### src/rtl/pipe_front.sv
// Fetch/decode front end: PC register, F/D and D/E pipeline registers,
// stall-driven bubble insertion and a stall statistics monitor.
module pipe_front #(
    parameter logic [31:0] PC_RESET    = 32'h0000_3000,
    parameter int          STALL_LIMIT = 2
) (
    input  logic        clk,
    input  logic        reset,
    input  logic        Stall,
    input  logic [31:0] F_Instr,
    input  logic        D_Jump,
    input  logic [31:0] D_Target,
    input  logic [31:0] D_RD1,
    input  logic [31:0] D_RD2,
    input  logic [31:0] D_EXT,
    output logic [31:0] F_PC,
    output logic [31:0] D_Instr,
    output logic [31:0] D_PC,
    output logic [31:0] E_Instr,
    output logic [31:0] E_PC,
    output logic [31:0] E_RD1,
    output logic [31:0] E_RD2,
    output logic [31:0] E_EXT,
    output logic [31:0] Stall_cnt,
    output logic        Stall_err
);

    localparam int RUN_MAX = STALL_LIMIT + 1;
    localparam int RUN_W   = $clog2(RUN_MAX + 1);

    logic [RUN_W-1:0] run_cnt;

    // Redirects take effect without flushing F/D, so the fetched instruction
    // behind a jump survives as its delay slot.
    always_ff @(posedge clk or negedge reset) begin
        if (!reset) begin
            F_PC    <= PC_RESET;
            D_Instr <= '0;
            D_PC    <= '0;
        end else if (!Stall) begin
            F_PC    <= D_Jump ? D_Target : F_PC + 32'd4;
            D_Instr <= F_Instr;
            D_PC    <= F_PC;
        end
    end

    always_ff @(posedge clk or negedge reset) begin
        if (!reset) begin
            E_Instr <= '0;
            E_PC    <= '0;
            E_RD1   <= '0;
            E_RD2   <= '0;
            E_EXT   <= '0;
        end else if (Stall) begin
            E_Instr <= '0;
            E_PC    <= D_PC;
            E_RD1   <= '0;
            E_RD2   <= '0;
            E_EXT   <= '0;
        end else begin
            E_Instr <= D_Instr;
            E_PC    <= D_PC;
            E_RD1   <= D_RD1;
            E_RD2   <= D_RD2;
            E_EXT   <= D_EXT;
        end
    end

    // Run counter stops one past the limit so an overlong stall is flagged once
    // and the counter can never wrap back into the legal range.
    always_ff @(posedge clk or negedge reset) begin
        if (!reset) begin
            Stall_cnt <= '0;
            run_cnt   <= '0;
            Stall_err <= 1'b0;
        end else if (Stall) begin
            if (Stall_cnt != 32'hFFFF_FFFF) begin
                Stall_cnt <= Stall_cnt + 32'd1;
            end
            if (run_cnt != RUN_W'(RUN_MAX)) begin
                run_cnt <= run_cnt + RUN_W'(1);
            end
            if (run_cnt >= RUN_W'(STALL_LIMIT)) begin
                Stall_err <= 1'b1;
            end
        end else begin
            run_cnt <= '0;
        end
    end

endmodule

### config.mk
export PLATFORM = sky130hd
export DESIGN_NAME = pipe_front
export DESIGN_NICKNAME = d
export VERILOG_FILES = /design/src/rtl/pipe_front.sv
export SDC_FILE = /design/constraint.sdc
export NUM_CORES = 1
export LEC_CHECK = 0
export ABC_AREA = 1
export CAP_MARGIN = 20
export CORE_AREA = 2 2 175 177
export DETAILED_ROUTE_END_ITERATION = 16
export DIE_AREA = 0 0 177 179
export DONT_BUFFER_PORTS = 1
export PLACE_DENSITY = 0.65
export SLEW_MARGIN = 20
export SYNTH_ARGS = -nofsm -noshare
export SYNTH_HDL_FRONTEND = slang
export SYNTH_SLANG_ARGS = --single-unit
### constraint.sdc
create_clock -name clk -period 5.3 [get_ports clk]
set_clock_uncertainty 0.1 [all_clocks]
set_input_delay 0.53 -clock clk [delete_from_list [all_inputs] [get_ports clk]]
set_output_delay 0.53 -clock clk [all_outputs]
set_load 0.005 [all_outputs]
# After elaboration in Yosys (flattened, before gate mapping)
# Cells that the tools add are included.
op_classes:
  n_mux: 7
  eq_ne: 3
  n_lt_le_gt_ge: 1
  reduce_logical: 2
  n_addsub: 3
op_table:
  columns: ["op", "n"]
  rows:
  - ["$mux W32", 5]
  - ["$add A32 B1 Y32 const B", 1]
  - ["$add A32 B3 Y32 const B", 1]
  - ["$ne A32 B32 Y1 const B", 1]
  - ["$mux W2", 2]
  - ["$reduce_and A2 Y1", 2]
  - ["$add A2 B1 Y2 const B", 1]
  - ["$ge A2 B2 Y1 const B", 1]
  - ["$ne A2 B1 Y1 const B", 1]
  - ["$ne A2 B2 Y1 const B", 1]
totals:
  ff_bits: 291
  output_inout_bits: 289
  wordCells: 27
  input_bits: 164

# Longest topological paths before layout
# Gate-level depths: netlist (run 1).
depth:
  depth_word: 3
  ltp_mapped: 12
  depth_no_buf: 11

# Worst setup path before layout (run 1)
# Ideal clock, no wire load.
synth_path:
  path_type: "reg-to-reg"
  from: "reg Stall_cnt[0]"
  to: "reg Stall_cnt[25]"
  n_path_buf: 1
  path_slack_ns: 3.582
  period_less_slack_ns: 1.718
  t_required_ns: 5.083
  t_arrival_ns: 1.501
  stages_incl_launch_ff: 12
  path_cell_list: "dfrtp_1 -> ha_1 -> inv_1 -> nor2_4 -> nand2_2 -> nor2_4 -> nand2_2 -> nand2_4 -> inv_2 -> buf_2 -> nand2_1 -> nand2_1"
synth_via:
  elab_chain_cells: 2
  elab_cells_between_ends: 3
  classes_between: "add/sub: 1; eq/ne: 1; reduce/logical: 1"
synth_rtl:
  columns: ["element", "line", "source"]
  rows:
  - ["start: declaration", "24", "output logic [31:0] Stall_cnt,"]
  - ["start signal: assignment", "78", "Stall_cnt <= Stall_cnt + 32'd1;"]
  - ["branches (longest 2 deep; another with $add A32 B1 Y32)", null, null]
# Parallel ways; which one is timed is not known.
# A chain may end at the register's enable or synchronous reset.

# Worst setup path after layout (run 1)
layout_path:
  from: "reg Stall_cnt[0]"
  to: "reg Stall_cnt[2]"
# The elaborated chain is that of the path after synthesis.

==> flow_summary.json, run 1 <==
{
  "powerDensity_nw_per_um2": 402,
  "timing_worst_setup_path_type": "flop to flop",
  "place.gp.congestion": 0.912,
  "netlist_area_sq_um": 11800,
  "placed_cells": 1717,
  "ys_seq_elements": 291,
  "fp.dieH_microns": 179,
  "core_area_sq_um": 30000,
  "seq_area_frac_synth_pct": 61.9,
  "rows": 64,
  "start_kind": "flop",
  "p_leak_nw": 6.83,
  "syn_avg_cell_area_sq_um": 8.64,
  "synth_warnings": 0,
  "syn_nets": 1530,
  "drive_gt1_share_pct": 5.45,
  "worstSkewPairLatency_ns": 0.50,
  "drt_iter0_drc": 702,
  "yosysTopAreaCellShare_pct": 61.4,
  "status": "finished with violations",
  "synthMostInstantiatedCell": "nand2_1",
  "rsz0062_at_grt": "no",
  "fin_util_pct": 45.4,
  "grtUsageTotal_pct": 20.5,
  "wirelength_microns": 33600,
  "vias_per_cell": 4.93,
  "critPathLaunch": "Stall_cnt[0]",
  "cts_made_buffers": 34,
  "max-vdd-ir-drop_uv": 259,
  "start_util_pct": 39.2,
  "async_flop_share_pct": 100,
  "violations": "negative hold slack",
  "cp_max_fo": 32,
  "synth_cells": 1362,
  "layout.nets": 1554,
  "post-cts-setup-buffers": 0,
  "htree_levels": 2,
  "fillerInstances": 2851,
  "min_period_ns": 2.39,
  "total_power_w": 0.00548,
  "die_w_microns": 177,
  "vias": 8905,
  "hold_path.class": "input port to asynchronous set/reset pin",
  "grt_pass1_wl_microns": 50200,
  "fin_cells": 1808,
  "cts_root_buf": "clkbuf_16",
  "required_ns": 5.58,
  "holdWs_ns": -0.380,
  "dp_hpwl_microns": 23200,
  "dieArea_sq_um": 31700,
  "final_hold_viol_count": 291,
  "ys_top_cells_by_count": "nand2_1, dfrtp_1, nor2_1, inv_1, o21ai_0",
  "slew_violations": 0,
  "cts_buffer_depth": 3,
  "yosysUniqueCellTypes": 32,
  "synthFlopType": "dfrtp_1",
  "regArea_sq_um": 7280,
  "synth_largest_area_cell": "dfrtp_1",
  "antenna_found_initial": 0,
  "first_global_vias": 8655,
  "port_buffers": 0,
  "grt_max_degree": 292,
  "avgRoutedWirePerCell_microns": 18.6,
  "fmax_mhz": 419,
  "synth_area_leaders": "dfrtp_1, nand2_1, nor2_1, inv_1, o21ai_0",
  "syn2layout_area_growth_pct": 15.7,
  "clk_pin_slew_ns": 0.06,
  "slew_headroom_pct": 35.5,
  "multi_input_area_sq_um": 3590,
  "cts_tree": "yes",
  "worst_pin_slew_ns": 0.967,
  "finalCritPeriodShare_pct": 45.1,
  "gr-total-overflow": 0,
  "first_pass_iters": 7,
  "setup_viol": 0,
  "arrival_ns": 2.67,
  "worst_setup_path_end_kind": "flop",
  "maxCapViolCount": 0,
  "clock_sinks": 291,
  "ioPinCount": 453,
  "r2r-start": "Stall_cnt[0]",
  "cts_hold_buf": 29,
  "finalSetupTns_ns": 0,
  "drc": 0,
  "n_antenna_cell": 0,
  "antenna_left": 0,
  "synth-edff-count": 0,
  "cts_resized": 0
}
## per-layer routing
| layer | GRT usage [%] | part of all wire (%) |
|---|---|---|
| met5 | 0 | 0 |
| met4 | 6.78 | 2.6 |
| met3 | 6.30 | 10 |
| met2 | 34.6 | 48 |
| met1 | 25.0 | 39 |
## cells by family (layout without fill, tap and decap cells)
| family | Yosys count | in the layout | synth area share [%] |
|---|---|---|---|
| simple gates | 719 | 719 | 24.3 |
| flops | 291 | 291 | 61.9 |
| buf+inv | 231 | 281 | 7.61 |
| compound gates | 102 | 102 | 4.67 |
| xor+xnor | 15 | 15 | 1.12 |
| fa+ha+maj | 4 | 4 | 0.425 |
## layout make-up
class                           instances  share of cell area (%)
Clock buffer                           48                    7.60
Clock inverter                         14                    1.36
Inverter                              188                    5.19
Multi-Input combinational cell        840                    26.4
Sequential cell                       291                    53.5
Tap cell                              396                    3.64
Timing Repair Buffer                   31                    2.37
## report_power, final
group,total (W),leakage [nW],switching (W),internal (W)
combinational,0.000349,2.54,0.000224,0.000125
sequential,0.00268,3.70,0.000248,0.00243
clock,0.00246,0.601,0.000935,0.00152
## worst max-delay path, stage by stage, from the launching register on
cell      delay [ns]
dfrtp_1         0.47
ha_1            0.24
inv_1           0.09
nor2_4          0.17
nand2_2         0.12
nor2_4          0.16
nand2_2         0.08
nand2_4         0.27
inv_2           0.32
nand3b_1        0.17
nand2_1         0.06
## cell usage in the layout (no fill, tap or decap), types with 3 or more instances in the layout
| cell | synthesis | final |
|---|---|---|
| nand2_1 | 409 | 409 |
| dfrtp_1 | 289 | 289 |
| nor2_1 | 234 | 234 |
| inv_1 | 185 | 185 |
| o21ai_0 | 81 | 81 |
| nand3_1 | 42 | 42 |
| clkbuf_16 | 0 | 35 |
| dlygate4sd3_1 | 0 | 28 |
| nand3b_1 | 15 | 15 |
| clkbuf_8 | 0 | 11 |
| o211ai_1 | 8 | 8 |
| xor2_1 | 8 | 8 |
| xnor2_1 | 7 | 7 |
| nor3_1 | 6 | 6 |
| a21oi_1 | 5 | 5 |
| clkinv_2 | 0 | 5 |
| nand2_2 | 4 | 4 |
| ha_1 | 4 | 4 |
| clkinv_4 | 0 | 4 |
| o21bai_1 | 3 | 3 |
| nand4_1 | 3 | 3 |
| nor2_2 | 3 | 3 |
| bufinv_16 | 0 | 3 |
## stage by stage
stage               setup WS, ns  instance area, sq um
floorplan                   3.58                 11800
global placement            3.02                 12100
detailed placement          2.95                 12100
CTS                         2.93                 13600
global route                2.72                 13600
finish                      2.91                 13600
## flip-flops by register name (all words and copies together) (netlist names)
signal     cells
D_Instr       32
D_PC          32
E_EXT         32
E_Instr       32
E_PC          32
E_RD1         32
E_RD2         32
F_PC          32
Stall_cnt     32
run_cnt        2
Stall_err      1
## path summary, 6_finish.rpt
kind,to,depth (start not counted),slack [ns]
max,Stall_cnt[2],10,2.91
min,E_RD2[5],0,-0.38
max reg2reg,Stall_cnt[2],10,2.91
min reg2reg,E_PC[31],0,0.33
max in group asynchronous,E_EXT[5],0,4.91
min in group clk,E_EXT[28],2,0.02
Note: power is estimated with default switching activity, not from simulation.
==> inputs of run 2 (changes only) <==
==> constraint.sdc (replaced) <==
create_clock -name clk -period 2.3 [get_ports clk]
set_clock_uncertainty 0.1 [all_clocks]
set_input_delay 0.23 -clock clk [delete_from_list [all_inputs] [get_ports clk]]
set_output_delay 0.23 -clock clk [all_outputs]
set_load 0.005 [all_outputs]
==> run 2 against run 1 <==
Compared with the run above:
- the flow still finishes with violations (negative hold slack)
- global-route usage is 1.5 points higher
- hold slack worse by 0.36 ns
- final cell count is 9.3% higher
- sequential share of layout area is 5.3 points lower
- maximum frequency is 8.9% higher
- register-to-register slack worse by 2.8 ns
- via count is 8.3% higher
- total power is 120% higher
==> flow_summary.json, run 2 (synthesis results as in run 1) <==
{
  "cts_buffer_depth": 3,
  "finalCritPeriodShare_pct": 95.3,
  "p_clk_share_pct": 40.5,
  "crit_path_frequent_cell": "nand2_1",
  "clock_sinks": 291,
  "r2r-start": "F_PC[12]",
  "cp_max_fo": 5,
  "core_area_sq_um": 30000,
  "fmax_mhz": 456,
  "first_global_vias": 9640,
  "cts_root_buf": "clkbuf_16",
  "place_area_sq_um": 12200,
  "finalSetupTns_ns": 0,
  "critPathLaunch": "F_PC[12]",
  "start_kind": "flop",
  "holdWs_ns": -0.737,
  "grt_pass1_wl_microns": 53700,
  "drt_iter0_drc": 616,
  "ioPinCount": 453,
  "fillerInstances": 2659,
  "layout_commonest_cell": "nand2_1",
  "die_w_microns": 177,
  "worstSkewPairLatency_ns": 0.56,
  "grtUsageTotal_pct": 22.0,
  "fp.dieH_microns": 179,
  "internal-power_w": 0.00895,
  "final_hold_viol_count": 291,
  "dp_hpwl_microns": 23700,
  "vias": 9648,
  "worst_pin_slew_ns": 0.581,
  "critPathBufInv": 1,
  "clk_pin_slew_ns": 0.06,
  "final_cell_mix": "nand2_1, dfrtp_1, nor2_1",
  "arrival_ns": 2.54,
  "antenna_found_initial": 2,
  "crit_family": "simple AND/OR/NAND/NOR gates",
  "maxCapViolCount": 0,
  "min_period_ns": 2.19,
  "slew_headroom_pct": 61.2,
  "status": "finished with violations",
  "final_area_sq_um": 15100,
  "dieArea_sq_um": 31700,
  "avgRoutedWirePerCell_microns": 18.2,
  "cts_tree": "yes",
  "worst_path_largest_cell_delay_ns": 0.64,
  "worst_setup_path_end_kind": "flop",
  "powerDensity_nw_per_um2": 806,
  "cts_hold_buf": 189,
  "syn2layout_area_growth_pct": 28.5,
  "rsz0062_at_grt": "yes",
  "start_util_pct": 39.2,
  "swShare_pct": 26.6,
  "antenna_left": 0,
  "slew_violations": 0,
  "timing_worst_setup_path_type": "flop to flop",
  "required_ns": 2.65,
  "share_comb_of_total_power_pct": 9.0,
  "p_sw_w": 0.00324,
  "max-vdd-ir-drop_uv": 512,
  "layout.nets": 1721,
  "place.gp.congestion": 0.894,
  "seq_power_share_pct": 50.4,
  "vias_per_cell": 4.88,
  "fin_util_pct": 50.4,
  "multi_input_area_sq_um": 3610,
  "violations": "negative hold slack",
  "gr-total-overflow": 0,
  "grt_max_degree": 292,
  "wirelength_microns": 36000,
  "setup_viol": 0,
  "hold_path.class": "input port to asynchronous set/reset pin",
  "slowest_stage": "dfstp_2",
  "htree_levels": 1,
  "total_power_w": 0.0122,
  "drc": 0,
  "p_leak_nw": 7.58,
  "drive_gt1_share_pct": 5.39,
  "regArea_sq_um": 7290,
  "port_buffers": 0,
  "crit_chain": "nand2_1, nor2_2, nand2_2, nor2_2, nand2_1, nand2_1, nand3_1, nand2_1, dlygate4sd3_1, nand2_1",
  "cts_made_buffers": 31,
  "rows": 64,
  "first_pass_iters": 5
}
-- run 2: cell types whose count changed in the layout (fill, tap and decap cells not counted), moves of 3 or more --
cell	previous run	this run
clkinv_2	5	8
buf_4	2	11
dfrtp_1	289	286
dlygate4sd3_1	28	188
clkbuf_8	11	4
nor2_1	234	230
nor2_2	3	7
dfrtp_2	0	3
clkbuf_1	2	8
clkinv_4	4	1
clkbuf_16	35	31
-- run 2: path summary, 6_finish.rpt --
check                          endpoint  slack [ns]  cells past startpoint
max                            F_PC[22]        0.11                     10
min                            E_RD2[5]       -0.74                      0
max reg2reg                    F_PC[22]        0.11                     10
min reg2reg                    E_PC[31]        0.33                      0
max in group asynchronous  Stall_cnt[5]        2.33                      0
min in group clk              E_RD1[27]        0.04                      2
-- run 2: layout make-up --
class,instances,area share [%]
inverters,188,4.69
multi-input cells,840,23.8
repair buffers,201,13.3
clock buffers,43,5.69
well taps,396,3.27
clock inverters,15,1.03
flip-flops and latches,291,48.2
diodes,2,0.0331
-- run 2: routing by layer --
metal | routed length [microns] | track usage (%)
met1 | 13100 | 24.5
met2 | 17400 | 37.4
met3 | 3780 | 7.53
met4 | 1630 | 11.0
met5 | 64 | 1.60
-- run 2: per-stage QoR --
stage / hold slack [ns] / std cells / setup WS [ns]
after global placement: -0.161 / 1727 / 0.262
final: -0.737 / 1976 / 0.107
after detailed placement: -0.161 / 1727 / 0.174
after global routing: -0.770 / 1976 / -0.0179
after floorplan: -0.166 / 1362 / 0.582
after CTS: -0.768 / 1974 / 0.0813
-- run 2: power by group through the flow --
stage	clock, W	combinational (W)	sequential (W)
floorplan	0	0.000625	0.00602
global placement	0	0.000743	0.00623
detailed placement	0	0.000776	0.00624
CTS	0.00505	0.00108	0.00616
global route	0.00530	0.00124	0.00621
finish	0.00494	0.00110	0.00615
-- run 2: what timing repair did --
action	in CTS	in global routing
hold endpoints to repair	530	291
endpoints found under the setup margin	0	11
resized for setup	0	10
buffers inserted	0	0
